<file path="src/rtl/conv_out_serializer_8ch_pkg.sv">
// Shared conv-layer constants and helpers, reused by the conv and pooling layers.
package conv_out_serializer_8ch_pkg;

  localparam int CONV_NUM_KERNEL = 8;
  localparam int CHAN_W          = $clog2(CONV_NUM_KERNEL);

  // A 1-pixel frame would otherwise give a zero-width counter.
  function automatic int pix_cnt_w(input int w, input int h);
    return (w * h > 1) ? $clog2(w * h) : 1;
  endfunction

endpackage

</file>
<file path="src/rtl/conv_out_serializer_8ch_sync_fifo_wide.sv">
// Show-ahead synchronous FIFO: the head entry is readable in the cycle after its push.
module sync_fifo_wide #(
  parameter int WIDTH = 256,
  parameter int DEPTH = 4
) (
  input  logic             clk,
  input  logic             reset,
  input  logic             push,
  input  logic             pop,
  input  logic [WIDTH-1:0] wr_data,
  output logic [WIDTH-1:0] rd_data,
  output logic             full,
  output logic             empty
);

  localparam int AW = $clog2(DEPTH);

  logic [WIDTH-1:0] mem [DEPTH];
  logic [AW:0]      wr_ptr;
  logic [AW:0]      rd_ptr;

  // The extra pointer bit separates full from empty when the indices match.
  always_ff @(posedge clk) begin
    if (reset) begin
      wr_ptr <= '0;
      rd_ptr <= '0;
    end else begin
      if (push) wr_ptr <= wr_ptr + 1'b1;
      if (pop)  rd_ptr <= rd_ptr + 1'b1;
    end
  end

  always_ff @(posedge clk) begin
    if (push) mem[wr_ptr[AW-1:0]] <= wr_data;
  end

  assign rd_data = mem[rd_ptr[AW-1:0]];
  assign empty   = (wr_ptr == rd_ptr);
  assign full    = (wr_ptr[AW] != rd_ptr[AW]) && (wr_ptr[AW-1:0] == rd_ptr[AW-1:0]);

endmodule

</file>
<file path="src/rtl/conv_out_serializer_8ch.sv">
// Captures the 8 kernel results of each conv output pixel and replays them
// one word per cycle on a valid/ready stream, flagging frame boundaries and errors.
module conv_out_serializer_8ch
  import conv_out_serializer_8ch_pkg::*;
#(
  parameter int DATA_WIDTH = 32,
  parameter int NUM_KERNEL = CONV_NUM_KERNEL,
  parameter int IMG_WIDTH  = 56,
  parameter int IMG_HEIGHT = 56,
  parameter int FIFO_DEPTH = 4
) (
  input  logic                  clk,
  input  logic                  reset,
  input  logic                  valid_in,
  input  logic                  done_in,
  input  logic [DATA_WIDTH-1:0] data_in0,
  input  logic [DATA_WIDTH-1:0] data_in1,
  input  logic [DATA_WIDTH-1:0] data_in2,
  input  logic [DATA_WIDTH-1:0] data_in3,
  input  logic [DATA_WIDTH-1:0] data_in4,
  input  logic [DATA_WIDTH-1:0] data_in5,
  input  logic [DATA_WIDTH-1:0] data_in6,
  input  logic [DATA_WIDTH-1:0] data_in7,
  output logic [DATA_WIDTH-1:0] data_out,
  output logic [CHAN_W-1:0]     chan_out,
  output logic                  out_valid,
  input  logic                  out_ready,
  output logic                  last_chan,
  output logic                  last_pixel,
  output logic                  done_out,
  output logic                  overflow,
  output logic                  frame_err
);

  localparam int                ENTRY_W   = NUM_KERNEL * DATA_WIDTH;
  localparam int                PIX_W     = pix_cnt_w(IMG_WIDTH, IMG_HEIGHT);
  localparam logic [PIX_W-1:0]  LAST_PIX  = PIX_W'(IMG_WIDTH * IMG_HEIGHT - 1);
  localparam logic [CHAN_W-1:0] LAST_CHAN = CHAN_W'(NUM_KERNEL - 1);

  logic               fifo_full;
  logic               fifo_empty;
  logic               push;
  logic               pop;
  logic               handshake;
  logic [ENTRY_W-1:0] entry;
  logic [ENTRY_W-1:0] head;
  logic [CHAN_W-1:0]  chan;
  logic [PIX_W-1:0]   in_cnt;
  logic [PIX_W-1:0]   out_pix;

  // Kernel k lands in word k of the entry so the output mux indexes by channel.
  assign entry = {data_in7, data_in6, data_in5, data_in4,
                  data_in3, data_in2, data_in1, data_in0};

  assign out_valid = ~fifo_empty;
  assign handshake = out_valid & out_ready;
  assign pop       = handshake & (chan == LAST_CHAN);
  assign push      = valid_in & (~fifo_full | pop);

  sync_fifo_wide #(
    .WIDTH (ENTRY_W),
    .DEPTH (FIFO_DEPTH)
  ) u_fifo (
    .clk     (clk),
    .reset   (reset),
    .push    (push),
    .pop     (pop),
    .wr_data (entry),
    .rd_data (head),
    .full    (fifo_full),
    .empty   (fifo_empty)
  );

  assign data_out   = out_valid ? head[chan*DATA_WIDTH +: DATA_WIDTH] : '0;
  assign chan_out   = chan;
  assign last_chan  = out_valid & (chan == LAST_CHAN);
  assign last_pixel = last_chan & (out_pix == LAST_PIX);

  // A dropped pixel never advances in_cnt, so frame position tracks stored pixels only.
  always_ff @(posedge clk) begin
    if (reset) begin
      chan      <= '0;
      in_cnt    <= '0;
      out_pix   <= '0;
      done_out  <= 1'b0;
      overflow  <= 1'b0;
      frame_err <= 1'b0;
    end else begin
      if (handshake) chan <= pop ? '0 : chan + 1'b1;
      if (pop)       out_pix <= (out_pix == LAST_PIX) ? '0 : out_pix + 1'b1;
      if (push)      in_cnt  <= (in_cnt == LAST_PIX) ? '0 : in_cnt + 1'b1;
      if (valid_in && !push) overflow <= 1'b1;
      if (done_in && !(valid_in && (in_cnt == LAST_PIX))) frame_err <= 1'b1;
      done_out <= handshake & last_pixel;
    end
  end

endmodule

</file>
<file path="config.mk">
export PLATFORM = sky130hd
export DESIGN_NAME = conv_out_serializer_8ch
export DESIGN_NICKNAME = d
export VERILOG_FILES = /design/src/rtl/conv_out_serializer_8ch_pkg.sv /design/src/rtl/conv_out_serializer_8ch_sync_fifo_wide.sv /design/src/rtl/conv_out_serializer_8ch.sv
export SDC_FILE = /design/constraint.sdc
export NUM_CORES = 1
export LEC_CHECK = 0
export CAP_MARGIN = 0
export CORE_ASPECT_RATIO = 0.75
export CORE_UTILIZATION = 42
export DETAILED_ROUTE_END_ITERATION = 12
export MAX_ROUTING_LAYER = met4
export SETUP_SLACK_MARGIN = 0.02
export SYNTH_ARGS = -nofsm -noshare
export SYNTH_HDL_FRONTEND = slang
export SYNTH_SLANG_ARGS = --single-unit
</file>
<file path="constraint.sdc">
create_clock -name clk -period 9.8 [get_ports clk]
set_input_delay 0.98 -clock clk [delete_from_list [all_inputs] [get_ports clk]]
set_output_delay 0.98 -clock clk [all_outputs]
set_load 0.03 [all_outputs]
</file>
==> out/results.txt <==
For this design, the CTS-stage hold fixing added 0 buffers. The number of vias per cell after detailed routing was 5.43; the maximum vdd drop was 0.162 mV. The run gives 20272 as the via count of the first global-routing pass. The tree is rooted in a sky130_fd_sc_hd__clkbuf_16.

In this run the power spent charging and discharging nets is 1.96 mW. The worst path in the final design needs a cycle of 5.62 ns, including I/O delays and setup. Sequential-to-total area share from yosys stat: 77.1%. The die covers 98600 µm². The number of antenna violations at the first check in global routing came out at 30.

The tools report the global-route wire length before repair as 134 mm. Global routing consumed, over all layers together, 19.2% of the routing resources. The iteration-0 DRC count of the detailed router is 1470, and the DRC violations left is 0. Detailed placement ended at an HPWL of 52.5 mm. The worst-case reg-to-reg path depth works out to 7. Counting every sink on the clock net gives 1062.

The synthesized netlist devotes 1.65% of its cell area to simple gates. The post-synthesis instance area is 40900 µm², and the synthesis-to-finish area growth is 18.2%. Sequential cells account for 55.2% of the total power. The worst setup path is captured at an output port.

Synthesis produced a netlist whose cell count is 1813. Counting every net in the synthesized netlist gives 2083. The number of fill cells was 7714.

The number of iterations in the first detailed-routing pass is 5, and the power per cell area is 195 nW/µm². The logs give 44 for the number of distinct library cells after synthesis and 14.7 nW for the leakage power. The final count of hold timing violations is 0. Sorting the synthesized cells by how often they occur yields sky130_fd_sc_hd__edfxtp_1 (1024), sky130_fd_sc_hd__mux4_2 (247), sky130_fd_sc_hd__mux2_2 (72), sky130_fd_sc_hd__nor2_1 (51), sky130_fd_sc_hd__a21oi_1 (42).

Measured against its own limit, the worst slew margin works out to 21.7%. The dominant combinational cell family by area after synthesis is multiplexers. Cell internal power was estimated by the tool at 7.46 mW. The run gives 0 as the number of setup buffers added after CTS. Ranked by total cell area, the synthesized netlist is headed by sky130_fd_sc_hd__edfxtp_1 (75%), sky130_fd_sc_hd__mux4_2 (14%), sky130_fd_sc_hd__mux2_2 (2.0%).

The share of the synthesized area in the top cell type came out at 75.2%. Highest clock rate: 178 MHz. Synthesis inferred 1062 register bits. The synthesized netlist devotes 2.19% of its cell area to compound gates.

The synthesized netlist devotes 0.276% of its cell area to adder and majority cells. The core area is 95900 µm², and the starting density of the core is 42.6%. The required time of the critical path was 8.82 ns.

For this run, the post-layout net count is 2409. Setup total negative slack on the finished layout was measured at 0 ns. For flop-to-flop paths, the worst setup slack is 4.89 ns.

The maximum number of pins on one net before global-route repair is 156, and the number of CTS-inserted buffers is 100. Along the worst path, the maximum fanout reaches 46. The min-delay analysis places its worst path in the category reg2reg.

The biggest area contributor in the post-synthesis netlist is sky130_fd_sc_hd__edfxtp_1. The tools report the worst slack at placement as 4.76 ns. The number of placed instances, taps included, is 3337. The tools report the max-cap check violation count as 0. TritonCTS built the clock tree. The final worst setup slack was 4.18 ns; the number of top-level pins was 302. The actual transition at the worst max-transition pin works out to 1.17 ns.

The tools report the number of levels in the clock H-tree as 3. The post-route core utilization was 50.4%; the post-route worst hold slack was 0.481 ns. The net switching share of the total power works out to 20.8%. The run finished with clean final reports. The run gives 3 as the maximum clock path buffer count.

The tools report the startpoint class of the critical path as a register. The count of cells along the worst hold path came out at 2. The floorplan die width was 362 µm. Summing the areas of all xor and xnor instances in the mapped netlist gives 0.450% of the synthesized area. The finished layout holds 3545 standard cells, fillers aside.

The clock edge transition at the registers on the reported setup and hold paths was 0.06 ns; the site row count was 98. Yosys printed 0 warnings. After global routing the overflow that remains totals 0. The clock arrives with 0.0213 ns of skew.

In the post-synthesis netlist, the cell with the most instances is sky130_fd_sc_hd__edfxtp_1. A synthesized cell averages 22.5 µm². Routability-driven placement finished with a final weighted congestion of 0.764. The combinational fraction of design power was 5.9%.

The tools report the clock latency on the worst-skew pair as 0.69 ns. The routed design has 91.2 mm of wire. The wire length per cell after detailed routing is 25.7 µm. The mux share of post-synthesis cell area works out to 16.8%. Setup violations remaining at the end of the flow were counted as 0.

The period utilization was 57.4%. Setup repair after global routing left no endpoint under its margin. After clock tree synthesis, the repair step resized 0 gates. The count of nets left with antenna violations once routing finished came out at 0. Per report_power, the clock group accounts for 38.9% of the total. The fraction of registers with async set/reset came out at 0%.

For this block, the via count after detailed routing is 19248. The post-route netlist has 22.1% of its cells at a drive strength greater than 1. During placement, the flow inserted port buffers numbering 301. The most used flip-flop cell after synthesis is sky130_fd_sc_hd__edfxtp_1.

The die height works out to 272 µm. The max-slew violation count is 0, and the data arrival time at the worst-slack endpoint is 4.64 ns. Yosys mapped a number of flops with a built-in enable equal to 1024.

The worst setup path is of the reg2out kind.
[flip-flops by register name (all words and copies together), names as in the netlist, named ones only]
signal,cells
out_pix,12
done_out,1
frame_err,1
in_cnt,12
u_fifo.rd_ptr,3
overflow,1
u_fifo.mem,1024
chan_out,3
u_fifo.wr_ptr,3
[routing by layer]
| metal | track usage (%) | up-vias | share of wire [%] |
|---|---|---|---|
| li1 | - | 8414 | - |
| met1 | 24.2 | 10167 | 41 |
| met2 | 30.0 | 559 | 49 |
| met3 | 6.09 | 108 | 8.4 |
| met4 | 5.30 | 0 | 1.9 |
| met5 | - | - | 0 |
[placed cells by master, fill, tap and decap left out, drive strengths merged, types with 3 or more instances in the layout]
cell           count
nand2             31
mux2              72
a21oi             42
o21ai              7
nor3               3
nand3              7
edfxtp          1024
dfxtp             38
xor2              14
and2              11
xnor2              7
clkbuf           125
or3                4
and3               4
nor2              51
a31oi             10
buf               24
a22oi              8
nor4               4
diode             29
bufinv             5
nand4              7
ha                 9
clkinv            47
mux4             256
o221ai            32
nand4b             3
a221oi            24
mux2i             26
nor2b              3
clkdlybuf4s50    301
nand3b             4
[power by group through the flow]
| stage | combinational (mW) | clock, mW | sequential, mW |
|---|---|---|---|
| detailed placement | 0.569 | 0 | 5.30 |
| global route | 0.598 | 3.94 | 5.21 |
| finish | 0.559 | 3.66 | 5.20 |
| floorplan | 0.270 | 0 | 5.32 |
| CTS | 0.572 | 3.76 | 5.20 |
| global placement | 0.561 | 0 | 5.29 |
[critical path, stage by stage (launching register included)]
cell                              delay (ns)
sky130_fd_sc_hd__dfxtp_4                0.87
sky130_fd_sc_hd__buf_4                  0.82
sky130_fd_sc_hd__mux4_2                 0.61
sky130_fd_sc_hd__mux2_2                 0.27
sky130_fd_sc_hd__o221ai_1               0.39
sky130_fd_sc_hd__a21oi_1                0.11
sky130_fd_sc_hd__clkdlybuf4s50_1        0.76
[logic make-up (layout without fill, tap and decap cells)]
family,count (synthesis),after routing
AOI/OAI and AO/OA,127,127
buffers and inverters,103,506
DFF,1062,1062
other,0,29
adders and majority gates,9,9
muxes,354,354
xor gates and xnor gates,21,21
and+or+nand+nor,137,137
[stage by stage]
step,power (mW),cell area (µm²)
final,9.42,48300
after detailed placement,5.87,45200
after global routing,9.75,48300
after CTS,9.53,48200
after floorplan,5.59,40900
after global placement,5.85,45200
[cell type report]
cell class	count	area [µm²]	share of cell area (%)
Sequential cell	1062	31500	65.3
Inverter	2	7.51	0.0155
Tap cell	1300	1630	3.37
Timing Repair Buffer	325	3280	6.79
Clock buffer	125	2670	5.52
Clock inverter	54	378	0.782
Multi-Input combinational cell	648	8750	18.1
Antenna cell	29	72.6	0.150
[final timing paths]
check	start	endpoint
max	register	data_out[5]
min	frame_err$_SDFFE_PP0P_	frame_err$_SDFFE_PP0P_
max reg2reg	chan_out[0]$_SDFFE_PP0P_	u_fifo.mem[3][90]$_DFFE_PP_
min reg2reg	frame_err$_SDFFE_PP0P_	frame_err$_SDFFE_PP0P_
No activity file was read; power rests on OpenSTA's default activity.
==> variant: new RTL, same flow settings <==
Reset style: asynchronous (`reset`), changed in 2 clocked blocks.
--- a/src/rtl/conv_out_serializer_8ch_sync_fifo_wide.sv
+++ b/src/rtl/conv_out_serializer_8ch_sync_fifo_wide.sv
@@ -20,7 +20,7 @@
   logic [AW:0]      rd_ptr;
 
   // The extra pointer bit separates full from empty when the indices match.
-  always_ff @(posedge clk) begin
+  always_ff @(posedge clk or posedge reset) begin
     if (reset) begin
       wr_ptr <= '0;
       rd_ptr <= '0;
--- a/src/rtl/conv_out_serializer_8ch.sv
+++ b/src/rtl/conv_out_serializer_8ch.sv
@@ -77,7 +77,7 @@
   assign last_pixel = last_chan & (out_pix == LAST_PIX);
 
   // A dropped pixel never advances in_cnt, so frame position tracks stored pixels only.
-  always_ff @(posedge clk) begin
+  always_ff @(posedge clk or posedge reset) begin
     if (reset) begin
       chan      <= '0;
       in_cnt    <= '0;
Formal check against the unedited RTL: differs if reset is asserted again (counterexample within 4 cycles, from zero or initial values and one cycle with reset high); with reset held inactive, the same outputs for 4 cycles.
==> variant against the unedited design <==
- maximum frequency shrank 8.1%
- area after synthesis rose by 0.34%
- critical path depth rose by 1
- cell area rose by 0.44%
- sequential cell count fell by 2
- largest cell class unchanged
- setup slack got worse by 490 ps
- register-to-register slack better by 20 ps
- critical endpoint is now data_out[17]
- routed wire length up 5.6%
- highest routed layer unchanged
- critical path type unchanged
- global-route usage increased by 0.93 points
Power is not compared: it rests on default switching activity, and its combinational part moved more than twofold at a synthesized area within 25%.
==> variant: results (changes against the unedited design) <==
[synthesis]
synth_nets = 2113  ; +1.4%
synth_common_cells = 1,024 x edfxtp_1, 224 x mux4_2, 128 x mux2i_1
async_flop_share_pct = 3.396  ; +3.4 points
synth-seq-area-share_pct = 77.19  ; +0.083 points

[worst_setup_path]
r2r_setup_slack_ps = 4910  ; +20 ps
r2r_end = u_fifo.mem[1][199]$_DFFE_PP_
crit_slowest_cell = dfrtp_4

[sta]
holdWs_ps = 462.6  ; -18.77 ps
worst_slack_ps = 3683  ; -493.6 ps

[grt]
grt_pass1_wl_um = 140500  ; +4.9%
antenna_found_initial = 45  ; +50%

[clocking]
tritoncts.num_buffers = 105  ; +5.0%

[placement]
hpwl_um = 56430  ; +7.4%
placed_area_um2 = 45310  ; +0.26%
place_ws_ps = 4284  ; -479.4 ps

[final_layout]
clkCellAreaFrac_pct = 6.410  ; +0.10 points
nNonClkInverters = 8  ; +6
buffer_area_share_pct = 6.833  ; +0.042 points
multi_input_gates = 674  ; +4.0%
fill_cells = 7495  ; -2.8%
final_layout_size_suffix_gt1_share_pct = 18.29  ; -3.8 points
nClkBuffers = 137  ; +9.6%
num-nets-final = 2447  ; +1.6%
diodes = 42  ; +45%

[hold_path]
hold_end = frame_err$_DFFE_PP0P_
holdPathStages = 1  ; -1
worstHoldStart = frame_err$_DFFE_PP0P_

[drt]
via_count = 19753  ; +2.6%
drt-total-wl_um = 96300  ; +5.6%
wl_per_cell_um = 26.75  ; +4.0%

[outcome]
status = finished clean

variant: cell count changes in the layout (fill, tap and decap cells not counted), moves of 32 or more:
cell | before | now
mux2i_1 | 26 | 128
o221ai_1 | 32 | 0
a221o_1 | 0 | 32
mux2_2 | 72 | 6
nor2_1 | 51 | 10
dfxtp_1 | 33 | 0
a21oi_1 | 42 | 3
dfrtp_1 | 0 | 32
variant: kinds of logic (layout without fill, tap and decap cells):
group                    after synthesis  in the layout  share of synthesized area, %
other                                  0             42                             0
adder cells (fa/ha/maj)                9              9                        0.2746
buffers and inverters                109            524                         1.776
flip-flops                          1060           1060                         77.19
multiplexers                         358            358                         15.59
AO/OA/AOI/OAI                        186            186                         3.454
XOR/XNOR                              17             17                        0.3997
AND/OR/NAND/NOR                      104            104                         1.315
variant: metal layers:
layer	wire length [um]	up-vias	track usage [%]
li1	-	8610	-
met1	41300	10408	27.21
met2	43920	621	29.29
met3	9641	114	7.285
met4	1433	0	4.197
met5	0	-	-
